File: src/rtl/adc_frame_packer_if.sv
// rtl/adc_frame_packer_if.sv - framed 32-bit output stream between packer and DMA stage
interface adc_frame_packer_if;
  logic [31:0] m_data_o;
  logic        m_valid_o;
  logic        m_ready_i;
  logic        m_last_o;

  modport master (output m_data_o, output m_valid_o, output m_last_o, input m_ready_i);
  modport slave  (input m_data_o, input m_valid_o, input m_last_o, output m_ready_i);
endinterface

File: src/rtl/adc_frame_packer.sv
// rtl/adc_frame_packer.sv - snapshots one ADC sample set per strobe and streams it as a 14-word frame
module adc_frame_packer #(
  parameter int unsigned FIFO_DEPTH = 64,
  parameter logic [7:0]  HEADER_TAG = 8'hA5
) (
  input  logic                          clk,
  input  logic                          rst_n,
  input  logic                          enable_i,
  input  logic                          sample_valid_i,
  input  logic [31:0]                   adc_shear1_i,
  input  logic [31:0]                   adc_shear2_i,
  input  logic [31:0]                   adc_shear3_i,
  input  logic [31:0]                   adc_shear4_i,
  input  logic [31:0]                   adc_point1_i,
  input  logic [31:0]                   adc_point2_i,
  input  logic [31:0]                   adc_point3_i,
  input  logic [31:0]                   adc_point4_i,
  input  logic [31:0]                   adc_sine_ref_i,
  input  logic [31:0]                   adc_opd_ref_i,
  input  logic [31:0]                   opd_x_i,
  input  logic [31:0]                   opd_y_i,
  input  logic [31:0]                   osync_i,
  adc_frame_packer_if.master            m,
  output logic [$clog2(FIFO_DEPTH):0]   fill_o,
  output logic [15:0]                   drop_count_o,
  output logic [23:0]                   seq_o
);

  localparam int AW          = $clog2(FIFO_DEPTH);
  localparam int FILL_W      = AW + 1;
  localparam int FRAME_WORDS = 14;

  typedef enum logic {IDLE, WRITE} state_t;

  state_t            state, state_nxt;
  logic [3:0]        word_idx;
  logic [31:0]       frame [FRAME_WORDS];
  logic [23:0]       seq;
  logic [15:0]       drop_count;
  logic              accept, drop, wr_en, wr_last, space_ok;
  logic [31:0]       wr_data;

  logic [32:0]       mem [FIFO_DEPTH];
  logic [AW-1:0]     wr_ptr, rd_ptr;
  logic [FILL_W-1:0] fill;
  logic              out_valid, out_last;
  logic [31:0]       out_data;
  logic              pop, load_out, mem_empty, from_mem, bypass, mem_push;

  // Space is judged on registered fill only; a read in the strobe cycle does not count.
  assign space_ok = fill <= FILL_W'(FIFO_DEPTH - FRAME_WORDS);
  assign wr_data  = frame[word_idx];

  always_comb begin
    state_nxt = state;
    accept    = 1'b0;
    drop      = 1'b0;
    wr_en     = 1'b0;
    wr_last   = 1'b0;
    case (state)
      IDLE: begin
        if (sample_valid_i && enable_i) begin
          if (space_ok) begin
            accept    = 1'b1;
            state_nxt = WRITE;
          end else begin
            drop = 1'b1;
          end
        end
      end
      WRITE: begin
        wr_en   = 1'b1;
        wr_last = (word_idx == 4'(FRAME_WORDS - 1));
        drop    = sample_valid_i && enable_i;
        if (wr_last) state_nxt = IDLE;
      end
      default: state_nxt = IDLE;
    endcase
  end

  always_ff @(posedge clk or negedge rst_n) begin
    if (!rst_n) begin
      state      <= IDLE;
      word_idx   <= '0;
      seq        <= '0;
      drop_count <= '0;
    end else begin
      state <= state_nxt;
      if (accept) begin
        word_idx <= '0;
        seq      <= seq + 24'd1;
      end else if (state == WRITE) begin
        word_idx <= word_idx + 4'd1;
      end
      if (drop && drop_count != 16'hFFFF) drop_count <= drop_count + 16'd1;
    end
  end

  always_ff @(posedge clk) begin
    if (accept) begin
      frame[0]  <= {HEADER_TAG, seq};
      frame[1]  <= adc_shear1_i;
      frame[2]  <= adc_shear2_i;
      frame[3]  <= adc_shear3_i;
      frame[4]  <= adc_shear4_i;
      frame[5]  <= adc_point1_i;
      frame[6]  <= adc_point2_i;
      frame[7]  <= adc_point3_i;
      frame[8]  <= adc_point4_i;
      frame[9]  <= adc_sine_ref_i;
      frame[10] <= adc_opd_ref_i;
      frame[11] <= opd_x_i;
      frame[12] <= opd_y_i;
      frame[13] <= osync_i;
    end
  end

  // fill includes the output register, so the memory is empty when fill equals out_valid.
  assign pop       = out_valid && m.m_ready_i;
  assign load_out  = !out_valid || pop;
  assign mem_empty = (fill == FILL_W'(out_valid));
  assign from_mem  = load_out && !mem_empty;
  assign bypass    = load_out && mem_empty && wr_en;
  assign mem_push  = wr_en && !bypass;

  always_ff @(posedge clk) begin
    if (mem_push) mem[wr_ptr] <= {wr_last, wr_data};
  end

  always_ff @(posedge clk or negedge rst_n) begin
    if (!rst_n) begin
      wr_ptr    <= '0;
      rd_ptr    <= '0;
      fill      <= '0;
      out_valid <= 1'b0;
      out_last  <= 1'b0;
      out_data  <= '0;
    end else begin
      fill <= fill + FILL_W'(wr_en) - FILL_W'(pop);
      if (mem_push) wr_ptr <= wr_ptr + 1'b1;
      if (from_mem) begin
        {out_last, out_data} <= mem[rd_ptr];
        rd_ptr               <= rd_ptr + 1'b1;
        out_valid            <= 1'b1;
      end else if (bypass) begin
        {out_last, out_data} <= {wr_last, wr_data};
        out_valid            <= 1'b1;
      end else if (pop) begin
        out_valid <= 1'b0;
      end
    end
  end

  assign m.m_data_o   = out_data;
  assign m.m_valid_o  = out_valid;
  assign m.m_last_o   = out_last;
  assign fill_o       = fill;
  assign drop_count_o = drop_count;
  assign seq_o        = seq;

endmodule

File: src/flat_wrapper.sv
// flat-port wrapper written by rule: the top's interface ports become plain ports
module adc_frame_packer_flat 
#(
  parameter int unsigned FIFO_DEPTH = 64,
  parameter logic [7:0]  HEADER_TAG = 8'hA5
)
  (clk, rst_n, enable_i, sample_valid_i, adc_shear1_i, adc_shear2_i, adc_shear3_i, adc_shear4_i, adc_point1_i, adc_point2_i, adc_point3_i, adc_point4_i, adc_sine_ref_i, adc_opd_ref_i, opd_x_i, opd_y_i, osync_i, fill_o, drop_count_o, seq_o, m_m_data_o, m_m_valid_o, m_m_last_o, m_m_ready_i);
  adc_frame_packer_if m_i ();
  input  logic clk;
  input  logic rst_n;
  input  logic enable_i;
  input  logic sample_valid_i;
  input  logic [31:0] adc_shear1_i;
  input  logic [31:0] adc_shear2_i;
  input  logic [31:0] adc_shear3_i;
  input  logic [31:0] adc_shear4_i;
  input  logic [31:0] adc_point1_i;
  input  logic [31:0] adc_point2_i;
  input  logic [31:0] adc_point3_i;
  input  logic [31:0] adc_point4_i;
  input  logic [31:0] adc_sine_ref_i;
  input  logic [31:0] adc_opd_ref_i;
  input  logic [31:0] opd_x_i;
  input  logic [31:0] opd_y_i;
  input  logic [31:0] osync_i;
  output logic [$clog2(FIFO_DEPTH):0] fill_o;
  output logic [15:0] drop_count_o;
  output logic [23:0] seq_o;
  output wire logic [$bits(m_i.m_data_o)-1:0] m_m_data_o;
  output wire logic [$bits(m_i.m_valid_o)-1:0] m_m_valid_o;
  output wire logic [$bits(m_i.m_last_o)-1:0] m_m_last_o;
  input wire logic [$bits(m_i.m_ready_i)-1:0] m_m_ready_i;
  assign m_m_data_o = m_i.m_data_o;
  assign m_m_valid_o = m_i.m_valid_o;
  assign m_m_last_o = m_i.m_last_o;
  assign m_i.m_ready_i = m_m_ready_i;
  adc_frame_packer #(.FIFO_DEPTH(FIFO_DEPTH), .HEADER_TAG(HEADER_TAG)) u_core (.clk(clk), .rst_n(rst_n), .enable_i(enable_i), .sample_valid_i(sample_valid_i), .adc_shear1_i(adc_shear1_i), .adc_shear2_i(adc_shear2_i), .adc_shear3_i(adc_shear3_i), .adc_shear4_i(adc_shear4_i), .adc_point1_i(adc_point1_i), .adc_point2_i(adc_point2_i), .adc_point3_i(adc_point3_i), .adc_point4_i(adc_point4_i), .adc_sine_ref_i(adc_sine_ref_i), .adc_opd_ref_i(adc_opd_ref_i), .opd_x_i(opd_x_i), .opd_y_i(opd_y_i), .osync_i(osync_i), .m(m_i), .fill_o(fill_o), .drop_count_o(drop_count_o), .seq_o(seq_o));
endmodule
File: config.mk
export PLATFORM = sky130hd
export DESIGN_NAME = adc_frame_packer_flat
export DESIGN_NICKNAME = d
export VERILOG_FILES = /design/src/rtl/adc_frame_packer_if.sv /design/src/rtl/adc_frame_packer.sv /design/src/flat_wrapper.sv
export SDC_FILE = /design/constraint.sdc
export NUM_CORES = 2
export LEC_CHECK = 0
export CAP_MARGIN = 30
export CORE_MARGIN = 2
export CORE_UTILIZATION = 54
export CTS_CLUSTER_DIAMETER = 40
export DETAILED_ROUTE_END_ITERATION = 6
export PLACE_DENSITY = 0.84
export SYNTH_ARGS = -nofsm -noshare
export SYNTH_HDL_FRONTEND = slang
export SYNTH_SLANG_ARGS = --single-unit
export TNS_END_PERCENT = 20
File: constraint.sdc
create_clock -name clk -period 10.4 [get_ports clk]
set_input_delay 2.6 -clock clk [delete_from_list [all_inputs] [get_ports clk]]
set_output_delay 2.6 -clock clk [all_outputs]
set_load 0.01 [all_outputs]
==> flow_metrics.tcl <==
set metrics [dict create \
    outcome "finished, violations left" \
    violations "design-rule violations" \
    cts-resized-gates 0 \
    port_buffers 501 \
    core_area_um2 187600 \
    drt-initial-drc-count 11550 \
    synth.yosys.seq_area_share_pct 77.70 \
    worstPathArrival_ns 6.69 \
    cts-root-buf "clkbuf_16" \
    syn_avg_cell_area_um2 23.19 \
    reg2reg_from "u_core.rd_ptr[0]" \
    path_cells "clkdlybuf4s50_1, nand2b_1, a31oi_1, nor2b_1, nand2_1, buf_16, nor2_4, buf_16" \
    finalWeightedCongestion 0.9568 \
    overflow 0 \
    finClkSkew_ns 0.08075 \
    slew_headroom_pct 5.282 \
    fin_nets 5595 \
    hold_viol_final 0 \
    cts_tree "done" \
    postCtsSetupBuffers 0 \
    die_y_um 438.2 \
    ir_worst_vdd_mv 0.3900 \
    holdPathEnd "u_core.drop_count_o[6]" \
    numCtsBuffers 313 \
    synth_fp_nets 4831 \
    vias 56840 \
    synth_cell_types 54 \
    max_cap_violations 0 \
    fin_cells 7906 \
    rr_worst_depth 6 \
    min_path_cells 1 \
    cpPeakStageDelay_ns 0.97 \
    rsz0062_at_grt "false" \
    p_int_mw 26.08 \
    switching_share_pct 37.16 \
    synth_area_um2 101800 \
    vias_per_cell 7.189 \
    period_minus_slack_ns 6.092 \
    critPathMostFrequentCell "buf_16" \
    track_usage_pct 34.18 \
    htreeDepth 5 \
    ff2ff_setup_slack_ns 5.22 \
    combPwrFrac_pct 35.7 \
    worstSetupPathType "in2reg" \
    pwr-share-clk_pct 26.3 \
    detail-route-antenna-nets 0 \
    crit_required_ns 11.00 \
    fmax_mhz 164.1 \
    synth_edf_count 2552 \
    reg2reg_to "u_core.m.m_data_o[25]" \
    grt_first_pass_wirelength_um 448300 \
    clkSlewWorstSetupHoldPaths_ns 0.06 \
    leakagePower_nw 39.03 \
    dp_hpwl_um 194200 \
    synthFlopType "edfxtp_1" \
    path_max_fanout 18 \
    postCtsHoldBufs 0 \
    hp-class "reg2reg" \
    worst_pin_slew_ns 1.381 \
    clock_sinks 2650 \
    fin_crit_sh_pct 58.58 \
    drv_slew 0 \
    rows 159 \
    setup_viol 0 \
    grt_max_degree 201 \
    drc_errors 110 \
    synth_seq_cells 2650 \
    area_growth_pct 20.59 \
    dieWidth_um 438.2 \
    cp_slowest_cell "a31oi_1" \
    grt_pass1_vias 54980 \
    seq_power_share_pct 38.0 \
    crit_family "simple AND/OR/NAND/NOR gates" \
    antenna_found_initial 59 \
    n_fill_cell 10840 \
    clock_latency_ns 0.96 \
    place_inst 7292 \
    routed_wl_um 333900 \
    path_buf_inv 3 \
    power_density_nw_per_um2 338.1 \
    netSwitchingPower_mw 15.42 \
    wire_per_inst_um 42.23 \
    dr.pass1.iters 7 \
    ys_warn_count 0 \
    dieArea_um2 192000 \
    synth-async-reset-ratio_pct 3.698 \
    synthCells 4389 \
    clockBufferDepth 4 \
    end_kind "register" \
    timing.setup.tns_ns 0 \
    drive_above_1_share_pct 28.87 \
    critPathLaunchType "input port" \
    io_pins 502 \
    start_util_pct 54.26 \
    hp-start "u_core.drop_count_o[6]" \
]
==> cell usage after synthesis, types with 4 or more instances <==
library cell     n  area, um2
nand2b_1         4      25.02
buf_1           29      108.9
nand4_1         74      462.9
clkbuf_1       125      469.2
and4_1          10      87.58
and2_1           5      31.28
xor2_1          18      157.7
o21ai_0         45      225.2
mux2_2          28      315.3
a221oi_1        30      262.8
nor2b_1          8      50.05
ha_1            20      250.2
o2111ai_1       30      262.8
edfxtp_1      2552      76630
dfrtp_1         98       2452
nand3_1         28      140.1
and3_1          11      68.82
a21oi_1         43      215.2
inv_1           16      60.06
nand2_1         66      247.7
buf_4            6      45.04
mux4_2         740      16670
a31oi_1          4      25.02
nor3_1           8      40.04
xnor2_1         35      306.5
buf_2           82      410.4
nor2_1         143      536.8
mux2i_1         89      890.9
==> logic make-up (layout without fill, tap and decap cells) <==
family          count (synthesis)  after routing  share of synthesized area [%]
compound gates                171            171                          1.127
xor+xnor                       53             53                         0.4560
fa+ha+maj                      21             21                         0.2655
buf+inv                       262           1252                          1.089
flops                        2650           2650                          77.70
mux                           857            857                          17.56
other cells                     0             32                              0
simple gates                  375            375                          1.806
==> how the worst max path moves through the flow <==
stage                         startpoint                  to  slack (ns)  cells past startpoint
after global routing         m_m_ready_i    u_core.mem[0][5]        4.52                      8
final                        m_m_ready_i    u_core.mem[0][5]        4.31                      8
after floorplan           sample_valid_i  u_core.frame[0][0]        0.39                      4
after CTS                    m_m_ready_i    u_core.mem[2][5]        4.59                      7
after global placement       m_m_ready_i  u_core.mem[32][22]        3.60                      6
after detailed placement     m_m_ready_i    u_core.mem[2][4]        3.74                      7
==> metal layers <==
metal	GRT usage, %	wire, um
met5	0.1737	400
met4	22.44	29450
met3	11.63	49490
met2	52.50	154000
met1	41.57	100600
==> layout make-up <==
cell class / instances / area (um2) / share of cell area (%)
Sequential cell: 2650 / 79110 / 64.45
Clock inverter: 179 / 1819 / 1.482
Inverter: 20 / 87.58 / 0.07135
Clock buffer: 362 / 8258 / 6.728
Timing Repair Buffer: 691 / 7797 / 6.353
Tap cell: 2495 / 3122 / 2.543
Antenna cell: 32 / 80.08 / 0.06524
Multi-Input combinational cell: 1477 / 22470 / 18.30
==> cell usage in the layout, fill, tap and decap left out, types with 29 or more instances in the layout <==
cell	Yosys	final
inv_6	0	29
diode_2	0	32
edfxtp_1	2552	2552
clkdlybuf4s50_1	0	500
buf_12	0	55
nand4_1	74	74
buf_4	6	96
xnor2_1	35	35
clkinv_2	0	37
o2111ai_1	30	30
nand2_1	66	65
clkbuf_16	0	322
nor2_1	143	79
clkbuf_1	125	35
a221oi_1	30	30
buf_16	0	32
dfrtp_1	98	89
o21ai_0	45	40
clkinv_1	2	38
mux4_2	740	740
mux2i_1	89	84
nor2_4	0	64
==> power by group through the flow <==
stage	Sequential [mW]	Clock [mW]	Combinational, mW
6_report	15.8	10.9	14.8
3_3_place_gp	15.8	0	12.4
3_5_place_dp	15.9	0	13.2
4_1_cts	15.7	10.9	13.7
2_1_floorplan	15.7	0	6.93
5_1_grt	15.8	11.3	14.8
==> flip-flops by register name (all words and copies together) (netlist names), 4 cells and up <==
register and cells:
u_core.drop_count_o 16, u_core.fill_o 7, u_core.frame 440, u_core.m.m_data_o 32, u_core.mem 2112, u_core.rd_ptr 6
u_core.seq_o 24, u_core.word_idx 4, u_core.wr_ptr 6
==> stage by stage <==
stage / power (mW) / worst slack [ns] / hold WS [ns] / cell area [um2] / util (%)
2_1_floorplan: 22.60 / 0.3923 / 0.4816 / 101800 / -
4_1_cts: 40.28 / 4.595 / 0.5014 / 121900 / 65.00
6_report: 41.50 / 4.308 / 0.4976 / 122700 / 65.43
5_1_grt: 41.81 / 4.518 / 0.5351 / 122700 / 65.40
3_5_place_dp: 29.05 / 3.737 / 0.4939 / 111900 / 59.63
3_3_place_gp: 28.15 / 3.597 / 0.4796 / 110500 / 58.90
Power figures use the tool's default switching activity.
